## src/rtl/wb_pkg.sv

```systemverilog
// Writeback stage shared types: result source enum, load funct3 codes
// and the load alignment/extension helper.
package wb_pkg;

  typedef enum logic [2:0] {
    SRC_ALU   = 3'd0,
    SRC_LOAD  = 3'd1,
    SRC_PC4   = 3'd2,
    SRC_PCTGT = 3'd3,
    SRC_IMM   = 3'd4
  } result_src_e;

  localparam int NUM_SRC_DEF = 5;

  localparam logic [2:0] F3_LB  = 3'b000;
  localparam logic [2:0] F3_LH  = 3'b001;
  localparam logic [2:0] F3_LW  = 3'b010;
  localparam logic [2:0] F3_LBU = 3'b100;
  localparam logic [2:0] F3_LHU = 3'b101;

  // Returns {err, data}; data is built at 64 bits and trimmed for xlen=32.
  function automatic logic [64:0] load_extend(
    input logic [63:0] raw,
    input logic [2:0]  funct3,
    input logic [1:0]  off,
    input int          xlen
  );
    logic [63:0] sh;
    logic [63:0] d;
    logic        e;
    sh = raw >> {off, 3'b000};
    d  = '0;
    e  = 1'b0;
    case (funct3)
      F3_LB:  d = {{56{sh[7]}}, sh[7:0]};
      F3_LBU: d = {56'b0, sh[7:0]};
      F3_LH: begin
        if (off == 2'd3) e = 1'b1;
        else d = {{48{sh[15]}}, sh[15:0]};
      end
      F3_LHU: begin
        if (off == 2'd3) e = 1'b1;
        else d = {48'b0, sh[15:0]};
      end
      F3_LW: begin
        if (off != 2'd0) e = 1'b1;
        else d = {{32{sh[31]}}, sh[31:0]};
      end
      default: e = 1'b1;
    endcase
    if (xlen == 32) d[63:32] = '0;
    return {e, d};
  endfunction

endpackage

```

## src/rtl/wb_load_align.sv

```systemverilog
// Combinational load byte/halfword/word alignment and sign/zero extension.
// Misaligned or undefined loads produce zero data with err set.
module wb_load_align
  import wb_pkg::*;
#(
  parameter int XLEN = 32
) (
  input  logic [XLEN-1:0] raw,
  input  logic [2:0]      funct3,
  input  logic [1:0]      off,
  output logic [XLEN-1:0] data,
  output logic            err
);

  logic [63:0] raw64;
  logic [64:0] r;

  always_comb begin
    raw64 = 64'(raw);
    r     = load_extend(raw64, funct3, off, XLEN);
    data  = r[XLEN-1:0];
    err   = r[64];
  end

  if (XLEN < 64) begin : g_pad
    logic unused_hi;
    assign unused_hi = ^r[63:XLEN];
  end

endmodule

```

## src/rtl/wb_result_stage.sv

```systemverilog
// Writeback result stage: source select, load extension, registered
// result behind a valid/ready handshake and a retired-instruction counter.
module wb_result_stage
  import wb_pkg::*;
#(
  parameter int XLEN    = 32,
  parameter int NUM_SRC = NUM_SRC_DEF,
  parameter int SEL_W   = $clog2(NUM_SRC),
  parameter int CNT_W   = 32
) (
  input  logic                    clk,
  input  logic                    rst_n,
  input  logic                    in_valid,
  output logic                    in_ready,
  input  logic [SEL_W-1:0]        result_src,
  input  logic [NUM_SRC*XLEN-1:0] src_data,
  input  logic [2:0]              load_funct3,
  input  logic [1:0]              byte_off,
  input  logic [4:0]              rd_addr,
  input  logic                    reg_write,
  output logic                    out_valid,
  input  logic                    out_ready,
  output logic [XLEN-1:0]         out_result,
  output logic [4:0]              out_rd,
  output logic                    out_reg_write,
  output logic                    out_err,
  output logic [CNT_W-1:0]        retire_cnt
);

  logic [XLEN-1:0] ld_data;
  logic            ld_err;
  logic [XLEN-1:0] sel_data;
  logic            sel_err;
  logic            sel_we;
  logic            accept;
  logic            retire;

  wb_load_align #(
    .XLEN(XLEN)
  ) u_align (
    .raw    (src_data[int'(SRC_LOAD)*XLEN +: XLEN]),
    .funct3 (load_funct3),
    .off    (byte_off),
    .data   (ld_data),
    .err    (ld_err)
  );

  always_comb begin
    sel_data = '0;
    sel_err  = 1'b0;
    if (int'(result_src) >= NUM_SRC) begin
      sel_err = 1'b1;
    end else if (int'(result_src) == int'(SRC_LOAD)) begin
      sel_data = ld_data;
      sel_err  = ld_err;
    end else begin
      for (int i = 0; i < NUM_SRC; i++) begin
        if (int'(result_src) == i) sel_data = src_data[i*XLEN +: XLEN];
      end
    end
    sel_we = reg_write && !sel_err && (rd_addr != 5'd0);
  end

  assign in_ready = !out_valid || out_ready;
  assign accept   = in_valid && in_ready;
  assign retire   = out_valid && out_ready;

  always_ff @(posedge clk) begin
    if (!rst_n) begin
      out_valid     <= 1'b0;
      out_result    <= '0;
      out_rd        <= '0;
      out_reg_write <= 1'b0;
      out_err       <= 1'b0;
      retire_cnt    <= '0;
    end else begin
      if (accept) begin
        out_valid     <= 1'b1;
        out_result    <= sel_data;
        out_rd        <= rd_addr;
        out_reg_write <= sel_we;
        out_err       <= sel_err;
      end else if (retire) begin
        out_valid <= 1'b0;
      end
      if (retire) retire_cnt <= retire_cnt + 1'b1;
    end
  end

endmodule

```

## config.mk

```make
export PLATFORM = sky130hd
export DESIGN_NAME = wb_result_stage
export DESIGN_NICKNAME = d
export VERILOG_FILES = /design/src/rtl/wb_pkg.sv /design/src/rtl/wb_load_align.sv /design/src/rtl/wb_result_stage.sv
export SDC_FILE = /design/constraint.sdc
export NUM_CORES = 1
export LEC_CHECK = 0
export BUFFER_PORTS_ARGS = -buffer_cell sky130_fd_sc_hd__buf_2
export CAP_MARGIN = 30
export CORE_MARGIN = 3
export CORE_UTILIZATION = 46
export CTS_CLUSTER_DIAMETER = 100
export DETAILED_ROUTE_END_ITERATION = 7
export PLACE_DENSITY = 0.81
export SLEW_MARGIN = 30
export SYNTH_ARGS = -nofsm -noshare
export SYNTH_HDL_FRONTEND = slang
export SYNTH_HIERARCHICAL = 1
export SYNTH_SLANG_ARGS = --single-unit
```

## constraint.sdc

```tcl
create_clock -name clk -period 2.85 [get_ports clk]
set_clock_uncertainty 0.15 [all_clocks]
set_input_delay 0.7125 -clock clk [delete_from_list [all_inputs] [get_ports clk]]
set_output_delay 0.7125 -clock clk [all_outputs]
set_load 0.005 [all_outputs]
```

# [Word-level counts from Yosys, hierarchy flattened]
# Cells that the tools add are included.
[word_totals] elab_cells=49 inputBits=178 reg_bits=72 output_inout_bits=73
[classes] muxes=17 n_addsub=1 n_eq_ne=9 n_shift=1 n_reduce_logical=14 magnitude_cmp=1
[ops] op="$mux W32" n=8
[ops] op="$pmux W32 S5" n=1
[ops] op="$add A32 B1 Y32 const B" n=1
[ops] op="$shr A32 B5 Y32" n=1
[ops] op="$mux W16" n=1
[ops] op="$eq A3 B3 Y1 const B" n=5
[ops] op="$eq A3 B2 Y1 const B" n=2
[ops] op="$logic_not A3 Y1" n=2
[ops] op="$mux W1" n=6
[ops] op="$reduce_bool A5 Y1" n=1
[ops] op="$logic_and A1 B1 Y1" n=4
[ops] op="$reduce_bool A2 Y1" n=2
[ops] op="$reduce_or A2 Y1" n=2
[ops] op="$eq A3 B1 Y1 const B" n=1
[ops] op="$ge A3 B3 Y1 const B" n=1
[ops] op="$pmux W1 S3" n=1
[ops] op="$eq A2 B2 Y1 const B" n=1
[ops] op="$logic_not A1 Y1" n=2
[ops] op="$logic_or A1 B1 Y1" n=1

# [Logic depth before layout (Yosys ltp)]
# Gate-level depths: netlist of the first run.
[depth] ltp_word=8 ltp_mapped=9 ltp_nobuf=8

# [Hierarchy]
# The synthesis of the first run kept the hierarchy.
[modules_own_cells] module="wb_result_stage" cells_per_inst=481 seq_area_each_um2=1441.4 instances=1 area_per_inst_um2=3937.5
[modules_own_cells] module="wb_load_align" cells_per_inst=143 seq_area_each_um2=0.0 instances=1 area_per_inst_um2=893.4

# [Least setup slack after synthesis of the first run]
# Ideal clock, no wire load.
[synth_timing] kind="input to register" start="input port out_ready" end="register retire_cnt[19]" path_buffers=1 setup_slack_ps=465 stages=5 setup_ps=70 required_ps=2630 t_arrival_ps=2164 cell_sequence="nand4_2 or4_4 buf_6 or4_1 a21oi_1"
[synth_between] elab_chain_len=1
[synth_rtl] element="from (decl)" line="wb_result_stage.sv:22" source="input logic out_ready,"
[synth_rtl] element="$logic_and A1 B1 Y1" line="wb_result_stage.sv:66" source="assign retire = out_valid && out_ready;"
[synth_rtl] element="to (signal assigned)" line="wb_result_stage.sv:86" source="if (retire) retire_cnt <= retire_cnt + 1'b1;"
[synth_rtl] element="to (decl)" line="wb_result_stage.sv:27" source="output logic [CNT_W-1:0] retire_cnt"
# No other way between the ends.
# A chain may end at the register's enable or synchronous reset.

# [Worst setup path in the final report of the first run]
# Ends and elaborated chain as after synthesis.

==> impl_results.md, run 1 <==
- Worst setup path start: out_ready
- Layout area overhead: 31.6%
- Ports: approximately 250
- Fin crit share: 0.811
- Sequential fraction of the synthesis area: 0.298
- Worst Path Buf+Inv: 1
- Worst Tran Pin Value: between 400 and 500 ps
- Max_cap viols: 0
- Drt drc: 0
- Largest net degree at the start of global routing: between 40 and 50
- Final setup fails: 0
- Post-Synth XOR/XNOR Area: 0.0199
- Longest Clk Path Bufs: 2
- CTS buffer count: 9
- Adder-Cell Fraction of Synth Area: 0.00259
- Largest stage delay, worst path: approximately 700 ps
- Outcome: finished clean
- N_diodes: 0
- Relative slew slack: 0.675
- Root Driver: clkbuf_8
- Mux cell area share after synthesis: 0.0930
- Synth Area in Simple Gates: 0.232
- Antenna violations before repair: 0
- Main combinational cell family by area after synthesis: compound AO/OA/AOI/OAI gates
- Clock-pin slew on the worst setup and hold paths: ~100 ps
- Max stage delay cell, worst path: or4_4
- Post-Syn Instances: approximately 620
- Most common cell after layout, fill and taps aside: buf_2
- FF-to-FF setup slack: 580 ps
- FP Rows: 36
- DP HPWL: between 10 and 15 mm
- M1 wire length: 7.30 mm
- Top layer in use: met4
- Power Density: 371 nW/um^2
- Area contributors post-synth: dfxtp_1 (30%), mux2i_1 (7.7%), a21oi_1 (7.1%)
- Final ANT Viol Nets: 0
- Leak Pwr: ~0.0028 uW
- YS warnings: 6
- Post-Syn Area: just under 5000 um^2
- Gr usage total: 0.282
- Initial core utilization: 0.483
- Unique masters post-synth: 50
- Final WL: roughly 17 mm
- H-tree Lvls: 3
- Worst Hold Class: flop to flop
- Critical hold path startpoint: out_rd[2]
- Area of the multi-input gates: 3120 um^2
- Yosys reg bits: slightly above 70
- WL/cell: roughly 18 um
- Sequential standard cell area: ~1400 um^2
- Global placer's final weighted congestion: 0.914
- Hold-fix buffers at CTS: 0
- Crit Path Max Fanout: 21
- Peak VDD IR: about 0.26 mV
- Fin. max-slew vios: 0
- Critical path startpoint category: input port
- Hold Vio Cnt, Final: 0
- Vias in the first global route: about 5400
- Compound-gate portion of the synthesized area: 0.296
- Layout cells sized above 1: 0.351
- CP delay by family, top: simple AND/OR/NAND/NOR gates
- FFs w/ async S/R, synth: 0
- Post-route minimum period: approximately 2300 ps
- Leading register cell type out of synthesis: dfxtp_1
- Via/cell ratio: about 6
- Synth area leader: dfxtp_1
- Syn nets: between 800 and 900
- Syn avg cell area: ~7.7 um^2
- Fillers: about 900
- Final setup TNS: 0 ps
- Starting DRT DRC Count: 447
- WP data arrival: about 2400 ps
- Crit path required time: between 2000 and 3000 ps
- Most frequent cells in the layout: buf_2 (250), dfxtp_1 (72), a21oi_1 (69), nand2_1 (47), o21ai_0 (43)
- RSZ-0062 raised after global routing: no
- Share of the synthesized area in the top cell type: 0.298
- 1st-pass router iterations: 6
- Area of the core: approximately 10000 um^2
- Input/output buffers: 250
- Total grt overflow: 0
- Die extent in x: roughly 110 um
- PostCTS Resize Cnt: 0
- CTS tree: built
- EDFF count, synth: 0
- Via count: a little under 6000
- CTS sink cnt: 72
- Fmax: approximately 0.43 GHz
- Metal3 WL: approximately 1.5 mm
- Nets@finish: just over 1000
- Crit path cell chain: buf_2, nand4_2, or4_4, or4_1, a21oi_1
- Worst-skew pair later-pin latency: between 300 and 400 ps
- Die ar.: 11800 um^2
- Vert. Die Dim: ~110 um
- R2r startpoint: retire_cnt[5]
- Global-route wire length before repair: roughly 27 mm
- Crit end category: flop
- Kind of critical path: input port to flop
- Total power: approximately 2400 uW
- Met2 WL: approximately 8.4 mm
- Post-CTS Setup Inserts: 0
worst reg2reg max path: stages (launching register included):
cell and delay (ps):
dfxtp_1 450, nand4_1 190, or4_1 530, buf_4 210, or4_1 520, a21oi_1 150
per-stage QoR:
step                worst slack (ps)  instances  hold slack [ps]  area (um^2)   util
global placement                 262        971              290         6170  0.617
detailed placement               201        971              291         6170  0.617
global route                     431        987              327         6360  0.636
floorplan                        465        624              303         4830      -
CTS                              565        987              313         6360  0.636
finish                           539        987              312         6360  0.636
Yosys cell counts (all sizes together), types with 17 or more instances:
master	n
mux2i	37
o21ai	45
a211oi	32
clkbuf	45
o2bb2ai	35
nand2	47
nor2	28
a21oi	70
dfxtp	72
or4	17
nor3	37
nand3	27
metal layers:
| metal | global-route usage | vias to the layer above |
|---|---|---|
| li1 | - | 2805 |
| met1 | 0.381 | 2699 |
| met2 | 0.455 | 286 |
| met3 | 0.0639 | 29 |
| met4 | 0.0730 | 0 |
| met5 | 0 | - |
where the power goes:
group          switching [uW]  internal, uW  total, uW
clock                     445           334        779
sequential               18.1          1030       1050
combinational             288           242        530
worst paths after layout:
check,end,cells past startpoint
max,retire_cnt[19],5
max reg2reg,retire_cnt[30],5
min,out_rd[2],2
min reg2reg,out_rd[2],2
kinds of logic after synthesis:
| family | count (synthesis) |
|---|---|
| AO/OA/AOI/OAI | 221 |
| AND/OR/NAND/NOR | 209 |
| flip-flops | 72 |
| buffers and inverters | 66 |
| multiplexers | 44 |
| XOR/XNOR | 11 |
| adder cells (fa/ha/maj) | 1 |
state kept, by name, indices dropped and copies added, names as in the netlist:
register       count
out_reg_write      1
out_valid          1
retire_cnt        32
out_result        32
out_err            1
out_rd             5
layout make-up:
class,count,share of cell area
clock buffer,9,0.0195
clock inverter,7,0.00984
inverter,11,0.00649
multi-input combinational,486,0.490
sequential,72,0.227
tap,133,0.0262
timing repair buffer,269,0.221
No activity file was read; power rests on OpenSTA's default activity.
==> inputs of run 2 (changes only) <==
--- a/config.mk
+++ b/config.mk
@@ -8,10 +8,10 @@
 export BUFFER_PORTS_ARGS = -buffer_cell sky130_fd_sc_hd__buf_2
 export CAP_MARGIN = 30
 export CORE_MARGIN = 3
-export CORE_UTILIZATION = 46
+export CORE_UTILIZATION = 42
 export CTS_CLUSTER_DIAMETER = 100
 export DETAILED_ROUTE_END_ITERATION = 7
-export PLACE_DENSITY = 0.81
+export PLACE_DENSITY = 0.78
 export SLEW_MARGIN = 30
 export SYNTH_ARGS = -nofsm -noshare
 export SYNTH_HDL_FRONTEND = slang
==> constraint.sdc (replaced) <==
create_clock -name clk -period 2.1 [get_ports clk]
set_clock_uncertainty 0.15 [all_clocks]
set_input_delay 0.525 -clock clk [delete_from_list [all_inputs] [get_ports clk]]
set_output_delay 0.525 -clock clk [all_outputs]
set_load 0.005 [all_outputs]
==> impl_results.md, run 2 (synthesis results as in run 1) <==
- WHS: 301 ps (-11.1 ps)
- Root Driver: clkbuf_16
- Gr usage total: 0.274 (-0.00804)
- Vias in the first global route: 5568 (+2.8%)
- Max stage delay cell, worst path: or4_4
- Ports: 251 (unchanged)
- Final setup fails: 1 (+1)
- Critical path startpoint category: flop
- CP delay by family, top: simple AND/OR/NAND/NOR gates
- 1st-pass router iterations: 5 (-1)
- Starting DRT DRC Count: 436 (-2.5%)
- Total grt overflow: 0 (unchanged)
- R2r startpoint: retire_cnt[1]
- Longest Clk Path Bufs: 2 (unchanged)
- Peak VDD IR: 0.474 mV (+83%)
- Worst-skew pair later-pin latency: 330 ps (-20 ps)
- Via/cell ratio: 5.76 (-2.3%)
- Kind of critical path: flop to flop
- Post-route minimum period: around 2100 ps
- Hold-fix buffers at CTS: 0 (unchanged)
- H-tree Lvls: 3 (unchanged)
- Global-route wire length before repair: 28.6 mm (+7.0%)
- Fin. max-slew vios: 0 (unchanged)
- CTS buffer count: 9 (unchanged)
- Most frequent cells in the layout: buf_2 (250), buf_4 (67), a21oi_1 (65), dfxtp_1 (64), nand2_1 (47)
- DP HPWL: 14.2 mm (+4.8%)
- Final worst slack: -4.87 ps (-544 ps)
- Largest net degree at the start of global routing: 40 (-9.1%)
- FP Rows: 38 (+5.6%)
- Placement-stage cell area: 6640 um^2 (+7.6%)
- Fmax: approximately 0.48 GHz
- Cell count after placement: 1031 (+6.2%)
- CTS sink cnt: 72 (unchanged)
- Clock-pin slew on the worst setup and hold paths: 60 ps (-40 ps)
- Failing checks: setup timing
- Drt drc: 0 (unchanged)
- Via count: 6083 (+4.5%)
- Die extent in x: 113 um (+4.4%)
- Layout cells sized above 1: 0.416 (+0.0645)
- RSZ-0062 raised after global routing: yes
- Final WL: 18.6 mm (+6.3%)
- Worst Path Buf+Inv: 1 (unchanged)
- Final ANT Viol Nets: 0 (unchanged)
- Input/output buffers: 250 (unchanged)
- Worst Tran Pin Value: 459 ps (-27.7 ps)
- Layout Cells excl Fill: 1056 (+7.0%)
- Crit end category: flop
- Max_cap viols: 0 (unchanged)
- Crit path required time: 2220 ps (-750 ps)
- Antenna violations before repair: 1 (+1)
- Critical hold path startpoint: rd_addr[1]
- Fin crit share: 1.00
- CTS tree: built
- Area of the core: 11000 um^2 (+10%)
- Hold Vio Cnt, Final: 0 (unchanged)
- Nets@finish: 1088 (+5.8%)
- Most common cell after layout, fill and taps aside: buf_2
- Crit path cell chain: ha_4, nand3_2, or4_4, buf_6, or4_1, a21oi_2
- Outcome: complete, but fails checks
- Die ar.: 12800 um^2 (+9.0%)
- Worst setup path start: retire_cnt[1]
- Regs by FF count: out_result (32), retire_cnt (32), out_rd (5)
- Vert. Die Dim: 113 um (+4.4%)
- Final Cell Area: 7100 um^2 (+12%)
- Power Density: 533 nW/um^2 (+44%)
- WL/cell: 17.6 um (-0.68%)
- Relative slew slack: 0.693 (+0.0173)
- WP data arrival: 2220 ps (-210 ps)
- Leak Pwr: 0.00321 uW (+15%)
- Worst Hold Class: input port to flop
- Largest stage delay, worst path: 550 ps (-150 ps)
- Global placer's final weighted congestion: 0.977 (+6.8%)
- Initial core utilization: 0.438 (-0.0452)
- Layout area overhead: 47.0%
- Crit Path Max Fanout: 10 (-52%)
run 2: per-stage QoR:
step | utilization | setup slack [ps] | power, uW | TNS, ps
after detailed placement | 0.602 | -212 | 2220 | -2700
after floorplan | - | 7.53 | 1830 | 0
after global routing | 0.644 | -73.8 | 3940 | -492
after CTS | 0.636 | 1.75 | 3790 | 0
after global placement | 0.602 | -147 | 2220 | -1560
final | 0.644 | -4.87 | 3790 | -4.87
run 2: worst reg2reg max path: stages (launching register included):
cell and delay [ps]:
dfxtp_4 360, ha_4 130, nand3_2 80, or4_4 550, buf_6 160, or4_1 490, a21oi_2 120
run 2: what timing repair did:
item	CTS	global route
setup buffers	6	1
endpoints found under the setup margin	1	19
pin swaps	8	14
gates resized for setup	10	23
run 2: per-layer routing:
layer | share of wire | wire length, um | GRT usage | vias to the layer above
met4 | 0.020 | 367 | 0.0801 | 0
met3 | 0.078 | 1460 | 0.0524 | 32
met2 | 0.46 | 8590 | 0.427 | 308
met1 | 0.44 | 8160 | 0.386 | 2817
met5 | 0 | 0 | 0 | -
li1 | - | - | - | 2926
run 2: final timing paths:
| path | to | slack, ps | cells after the start |
|---|---|---|---|
| min reg2reg | out_result[16] | 300 | 1 |
| max reg2reg | retire_cnt[24] | -5 | 6 |
| min | out_rd[1] | 300 | 3 |
| max | retire_cnt[24] | -5 | 6 |
run 2: final cells by class:
| cell class | count | area (um^2) |
|---|---|---|
| Fill cell | 961 | 3930 |
| Multi-Input combinational cell | 486 | 3180 |
| Timing Repair Buffer | 329 | 1940 |
| Sequential cell | 72 | 1450 |
| Clock buffer | 10 | 239 |
| Tap cell | 140 | 175 |
| Clock inverter | 6 | 66.3 |
| Inverter | 11 | 41.3 |
| Antenna cell | 2 | 5.00 |
run 2: power by group:
part / total (uW) / switching (uW) / internal, uW / leakage (uW)
sequential: 1430 / 26.6 / 1400 / 0.000588
clock: 1570 / 616 / 959 / 0.000153
combinational: 781 / 406 / 375 / 0.00246
